### config.mk
export PLATFORM = sky130hd
export DESIGN_NAME = mem_access_unit
export DESIGN_NICKNAME = d
export VERILOG_FILES = /design/src/rtl/mem_access_unit.sv
export SDC_FILE = /design/constraint.sdc
export NUM_CORES = 1
export LEC_CHECK = 0
export BUFFER_PORTS_ARGS = -buffer_cell sky130_fd_sc_hd__buf_2
export CAP_MARGIN = 5
export CORE_AREA = 2 2 151 94
export DETAILED_ROUTE_END_ITERATION = 12
export DIE_AREA = 0 0 153 96
export GPL_TIMING_DRIVEN = 1
export PLACE_DENSITY = 0.78
export REMOVE_ABC_BUFFERS = 1
export SYNTH_ARGS = -nofsm -noshare
export SYNTH_HDL_FRONTEND = slang
export SYNTH_SLANG_ARGS = --single-unit
### constraint.sdc
create_clock -name Clk -period 8.2 [get_ports Clk]
set_input_delay 1.64 -clock Clk [delete_from_list [all_inputs] [get_ports Clk]]
set_output_delay 1.64 -clock Clk [all_outputs]
set_load 0.05 [all_outputs]
### src/rtl/mem_access_unit.sv
// mem_access_unit
//   Load/store front-end between the EX/MEM pipeline register and a
//   word-organised data memory. Byte-addressed LB/LBU/LH/LHU/LW/SB/SH/SW
//   requests become word accesses. Sub-word stores use a two-cycle
//   read-modify-write that stalls the pipeline for one cycle. Load results
//   are registered and extended. Misaligned or illegal requests raise a
//   registered exception pulse.
//
// Ports
//   Clk, Rst                 clock (rising edge), async active-high reset
//   req_valid/req_write      memory instruction present / 1 = store
//   req_size                 00 byte, 01 half, 10 word, 11 illegal
//   req_unsigned             zero-extend loads when set
//   req_addr, req_wdata      byte address, store data (sub-word in low bits)
//   mem_addr                 word address = req_addr[ADDR_W+1:2]
//   mem_read, mem_write      data memory strobes
//   mem_wdata, mem_rdata     data memory write / read data
//   stall                    freeze upstream pipeline registers this cycle
//   load_data, load_valid    registered load result and its 1-cycle strobe
//   misalign_exc, exc_addr   1-cycle fault pulse, faulting byte address

module mem_access_unit #(
    parameter int unsigned ADDR_W = 13,
    parameter int unsigned DATA_W = 32
) (
    input  logic              Clk,
    input  logic              Rst,
    input  logic              req_valid,
    input  logic              req_write,
    input  logic [1:0]        req_size,
    input  logic              req_unsigned,
    input  logic [DATA_W-1:0] req_addr,
    input  logic [DATA_W-1:0] req_wdata,
    output logic [ADDR_W-1:0] mem_addr,
    output logic              mem_read,
    output logic              mem_write,
    output logic [DATA_W-1:0] mem_wdata,
    input  logic [DATA_W-1:0] mem_rdata,
    output logic              stall,
    output logic [DATA_W-1:0] load_data,
    output logic              load_valid,
    output logic              misalign_exc,
    output logic [DATA_W-1:0] exc_addr
);

    typedef enum logic {
        IDLE  = 1'b0,
        MERGE = 1'b1
    } state_t;

    state_t            state;

    // Latched sub-word store, consumed in MERGE
    logic [ADDR_W-1:0] lat_addr;
    logic [1:0]        lat_lane;
    logic              lat_half;
    logic [15:0]       lat_wdata;
    logic [DATA_W-1:0] merge_q;

    logic              illegal;
    logic              active;
    logic              is_load;
    logic              is_sw;
    logic              is_sub_store;
    logic [DATA_W-1:0] merged;
    logic [DATA_W-1:0] rdata_shift;
    logic [7:0]        sel_byte;
    logic [15:0]       sel_half;
    logic [DATA_W-1:0] load_ext;

    // Address bits beyond the memory are deliberately discarded (32 KB wrap)
    logic              unused_addr_hi;
    assign unused_addr_hi = ^req_addr[DATA_W-1:ADDR_W+2];

    always_comb begin
        illegal = 1'b0;
        unique case (req_size)
            2'b00:   illegal = 1'b0;
            2'b01:   illegal = req_addr[0];
            2'b10:   illegal = (req_addr[1:0] != 2'b00);
            default: illegal = 1'b1;
        endcase
    end

    // Requests are only honoured from IDLE and never while reset is held
    assign active       = req_valid && !Rst && (state == IDLE) && !illegal;
    assign is_load      = active && !req_write;
    assign is_sw        = active && req_write && (req_size == 2'b10);
    assign is_sub_store = active && req_write && (req_size != 2'b10);

    // Replace only the target lane(s) of the word read in the first cycle
    always_comb begin
        merged = merge_q;
        if (lat_half) begin
            if (lat_lane[1]) merged[31:16] = lat_wdata;
            else             merged[15:0]  = lat_wdata;
        end else begin
            unique case (lat_lane)
                2'd0:    merged[7:0]   = lat_wdata[7:0];
                2'd1:    merged[15:8]  = lat_wdata[7:0];
                2'd2:    merged[23:16] = lat_wdata[7:0];
                default: merged[31:24] = lat_wdata[7:0];
            endcase
        end
    end

    // Lane selection and extension for loads
    always_comb begin
        rdata_shift = mem_rdata >> {req_addr[1:0], 3'b000};
        sel_byte    = rdata_shift[7:0];
        sel_half    = req_addr[1] ? mem_rdata[31:16] : mem_rdata[15:0];
        unique case (req_size)
            2'b00:   load_ext = req_unsigned ? {24'h000000, sel_byte}
                                             : {{24{sel_byte[7]}}, sel_byte};
            2'b01:   load_ext = req_unsigned ? {16'h0000, sel_half}
                                             : {{16{sel_half[15]}}, sel_half};
            default: load_ext = mem_rdata;
        endcase
    end

    // Memory-side strobes; reset forces all of them low immediately, which
    // abandons a write pending in MERGE
    always_comb begin
        mem_addr  = '0;
        mem_read  = 1'b0;
        mem_write = 1'b0;
        mem_wdata = '0;
        stall     = 1'b0;
        if (!Rst) begin
            if (state == MERGE) begin
                mem_addr  = lat_addr;
                mem_write = 1'b1;
                mem_wdata = merged;
            end else if (req_valid) begin
                mem_addr = req_addr[ADDR_W+1:2];
                if (is_load) begin
                    mem_read = 1'b1;
                end
                if (is_sw) begin
                    mem_write = 1'b1;
                    mem_wdata = req_wdata;
                end
                if (is_sub_store) begin
                    mem_read = 1'b1;
                    stall    = 1'b1;
                end
            end
        end
    end

    always_ff @(posedge Clk or posedge Rst) begin
        if (Rst) begin
            state        <= IDLE;
            lat_addr     <= '0;
            lat_lane     <= '0;
            lat_half     <= 1'b0;
            lat_wdata    <= '0;
            merge_q      <= '0;
            load_data    <= '0;
            load_valid   <= 1'b0;
            misalign_exc <= 1'b0;
            exc_addr     <= '0;
        end else begin
            load_valid   <= 1'b0;
            misalign_exc <= 1'b0;
            unique case (state)
                IDLE: begin
                    if (req_valid) begin
                        if (illegal) begin
                            misalign_exc <= 1'b1;
                            exc_addr     <= req_addr;
                        end else if (!req_write) begin
                            load_valid <= 1'b1;
                            load_data  <= load_ext;
                        end else if (req_size != 2'b10) begin
                            merge_q   <= mem_rdata;
                            lat_addr  <= req_addr[ADDR_W+1:2];
                            lat_lane  <= req_addr[1:0];
                            lat_half  <= req_size[0];
                            lat_wdata <= req_wdata[15:0];
                            state     <= MERGE;
                        end
                    end
                end
                MERGE: state <= IDLE;
                default: state <= IDLE;
            endcase
        end
    end

endmodule

==> impl_metrics.py <==
metrics = {
    "yosys": {
        "ys_types": 41,
        "ys_top_cells_by_count": "dfrtp_1, mux2_2, nor2_1, nand2_1, nand3_1",
        "ys.flop_type": "dfrtp_1",
        "syn_area_sq_um": 6490,
        "synth_top_area_cell": "dfrtp_1",
        "yosysTopAreaCellShare_pct": 50.5,
        "synth-edff-count": 0,
        "ys_seq_area_share_pct": 50.5,
        "yosysMostFrequentCell": "dfrtp_1",
        "synth_warnings": 0,
        "avgSynthCellArea_sq_um": 11.5,
        "synthTopCellsByArea": "dfrtp_1, mux2_2, mux2i_1",
        "ys_ff_latch": 131,
        "synth_cells": 564,
        "synthArstFlopShare_pct": 100,
    },
    "sta": {
        "clock_skew_ns": 0.00569,
        "clock.fmax_mhz": 191,
        "final-setup-viol-count": 0,
        "max_slew.worst_pin.slew_ns": 1.20,
        "slew_viol_final": 0,
        "hold_violations": 0,
        "layout_min_cycle_time_ns": 5.24,
        "fin_crit_sh_pct": 63.9,
        "tns_ns": 0,
        "worst_hold_slack_ns": 0.495,
        "rsz0062_at_grt": "false",
        "max_slew_margin_pct": 19.5,
    },
    "pwr": {
        "ir_drop_uv": 160,
        "leakage_nw": 3.93,
        "p_per_area_nw_per_um2": 278,
        "total_power_mw": 2.26,
    },
    "critical_path": {
        "crit_path_end_kind": "output pin",
        "rr_endpoint": "load_data[13]",
        "crit_type": "input pin to output pin",
        "r2r_cells": 6,
        "r2r_setup_slack_ns": 5.38,
        "worstPathRequired_ns": 6.56,
        "crit_path_max_fanout": 29,
        "start_kind": "input pin",
        "reg2reg_from": "state",
        "timing.critical_path.from": "Rst",
        "cp-endpoint": "mem_wdata[30]",
        "crit_arrival_ns": 3.60,
    },
    "die": {
        "io_pins": 217,
        "die_y_um": 96,
        "num_rows": 33,
        "core_sq_um": 13300,
        "dieArea_sq_um": 14700,
        "initial_core_util_pct": 48.7,
        "die_w_um": 153,
    },
    "job": {
        "drv_cap": 0,
    },
    "clock_network": {
        "cts_tree": "done",
        "cts.clk_slew.worst_paths_ns": 0.05,
        "root_buffer": "clkbuf_16",
        "ctsHoldBuffers": 0,
        "clockBufferDepth": 2,
        "clk_latency_ns": 0.41,
        "cts_setup_buffers": 0,
        "htree_num_levels": 4,
        "numCtsBuffers": 17,
        "cts_sinks": 131,
        "cts_resized": 0,
    },
    "detailed_routing": {
        "first_pass_iters": 7,
        "via_per_inst": 5.82,
        "vias": 5514,
        "drt_iter0_drc": 382,
        "drcViolationCount": 0,
        "ant_nets": 0,
        "avgRoutedWirePerCell_um": 20.8,
        "routed_wl_mm": 19.7,
    },
    "placement": {
        "globalplace.congestion": 0.826,
        "dp_hpwl_mm": 14.2,
        "portBuffers": 216,
    },
    "grt": {
        "grt_pass1_vias": 5310,
        "grt_pass1_wl_mm": 30.2,
        "overflow": 0,
        "grt_start_max_net_pins": 75,
        "antenna_found_initial": 1,
        "grtUsageTotal_pct": 27.2,
    },
    "worst_hold_path": {
        "hold_path_class": "flip-flop to flip-flop",
        "min_from": "lat_wdata[14]",
    },
    "cells_and_area": {
        "antenna_cells": 0,
        "fillCellCount": 1098,
        "drive_gt1_share_pct": 47.7,
        "synthToLayoutAreaGrowth_pct": 25.5,
        "nets": 865,
    },
    "outcome": {
        "outcome": "complete, no violations",
    },
}
[layout by cell type, fill, tap and decap left out, drive strengths merged]
| cell type | instances |
|---|---|
| o21ai | 5 |
| mux2i | 19 |
| nand3 | 29 |
| a21oi | 26 |
| and3 | 2 |
| nor3 | 1 |
| bufinv | 1 |
| nand4bb | 1 |
| nor4b | 1 |
| nand2b | 8 |
| a32oi | 1 |
| nor3b | 9 |
| a221oi | 1 |
| a21o | 2 |
| nor2b | 3 |
| nor2 | 45 |
| and3b | 1 |
| a222oi | 7 |
| buf | 222 |
| nand2 | 44 |
| o31a | 8 |
| mux2 | 109 |
| o21a | 2 |
| a211o | 1 |
| a211oi | 23 |
| clkbuf | 24 |
| a22o | 13 |
| inv | 6 |
| clkinv | 4 |
| nand3b | 1 |
| o21bai | 1 |
| clkinvlp | 1 |
| dfrtp | 131 |
| and2 | 1 |
| a31oi | 1 |
| o221ai | 16 |
| o211ai | 2 |
[registers in the layout (all words and copies together) (netlist names)]
register      flops
exc_addr         32
load_data        32
merge_q          32
lat_wdata        16
lat_addr         13
lat_lane          2
lat_half          1
load_valid        1
misalign_exc      1
state             1
[metal layers]
metal / vias to the layer above / wire length, um / global-route usage (%)
met5: - / 0 / 0
met4: 0 / 234 / 7.95
met3: 20 / 1760 / 7.43
met2: 266 / 8760 / 40.9
met1: 2757 / 8980 / 38.8
li1: 2471 / - / -
[cell families (layout without fill, tap and decap cells)]
kind of cell    Yosys count  in the layout  share of synthesized area [%]
mux                     128            128                           21.8
compound gates          109            109                           12.8
flops                   131            131                           50.5
simple gates            146            146                           10.7
buf+inv                  50            258                           4.09
[power breakdown]
| group | leakage (nW) | total, mW | internal, mW | switching (mW) |
|---|---|---|---|---|
| registers | 1.57 | 0.872 | 0.781 | 0.0912 |
| logic | 2.10 | 0.681 | 0.214 | 0.466 |
| clock network | 0.268 | 0.709 | 0.442 | 0.267 |
| total | 3.93 | 2.26 | 1.44 | 0.825 |
[stage by stage]
step           cells  util (%)  instance area, sq um  setup slack (ns)
2_1_floorplan    521         -                  6250            0.0786
3_3_place_gp     918      57.0                  7600              3.10
3_5_place_dp     918      57.0                  7600              2.98
4_1_cts          947      61.1                  8150              2.98
5_1_grt          947      61.1                  8150              2.75
6_report         947      61.1                  8150              2.96
[critical path, stage by stage]
cell	delay, ns
buf_2	0.14
nor2b_2	0.92
o221ai_1	0.38
a21oi_1	0.22
buf_2	0.29
[how the worst min path moves through the flow]
stage	slack [ns]	cells past startpoint	end
after floorplan	0.47	1	lat_wdata[10]
after global placement	0.47	1	exc_addr[25]
after detailed placement	0.49	2	load_data[18]
after CTS	0.50	2	load_data[18]
after global routing	0.51	1	exc_addr[12]
final	0.50	1	lat_wdata[14]
[cell type report]
class,count,area [sq um],area share [%]
Sequential cell,131,3280,40.2
Multi-Input combinational cell,383,2950,36.2
Inverter,7,28.8,0.353
Clock buffer,24,492,6.04
Clock inverter,5,52.6,0.645
Timing Repair Buffer,222,1130,13.8
Tap cell,175,219,2.69
No activity file was read; power rests on OpenSTA's default activity.
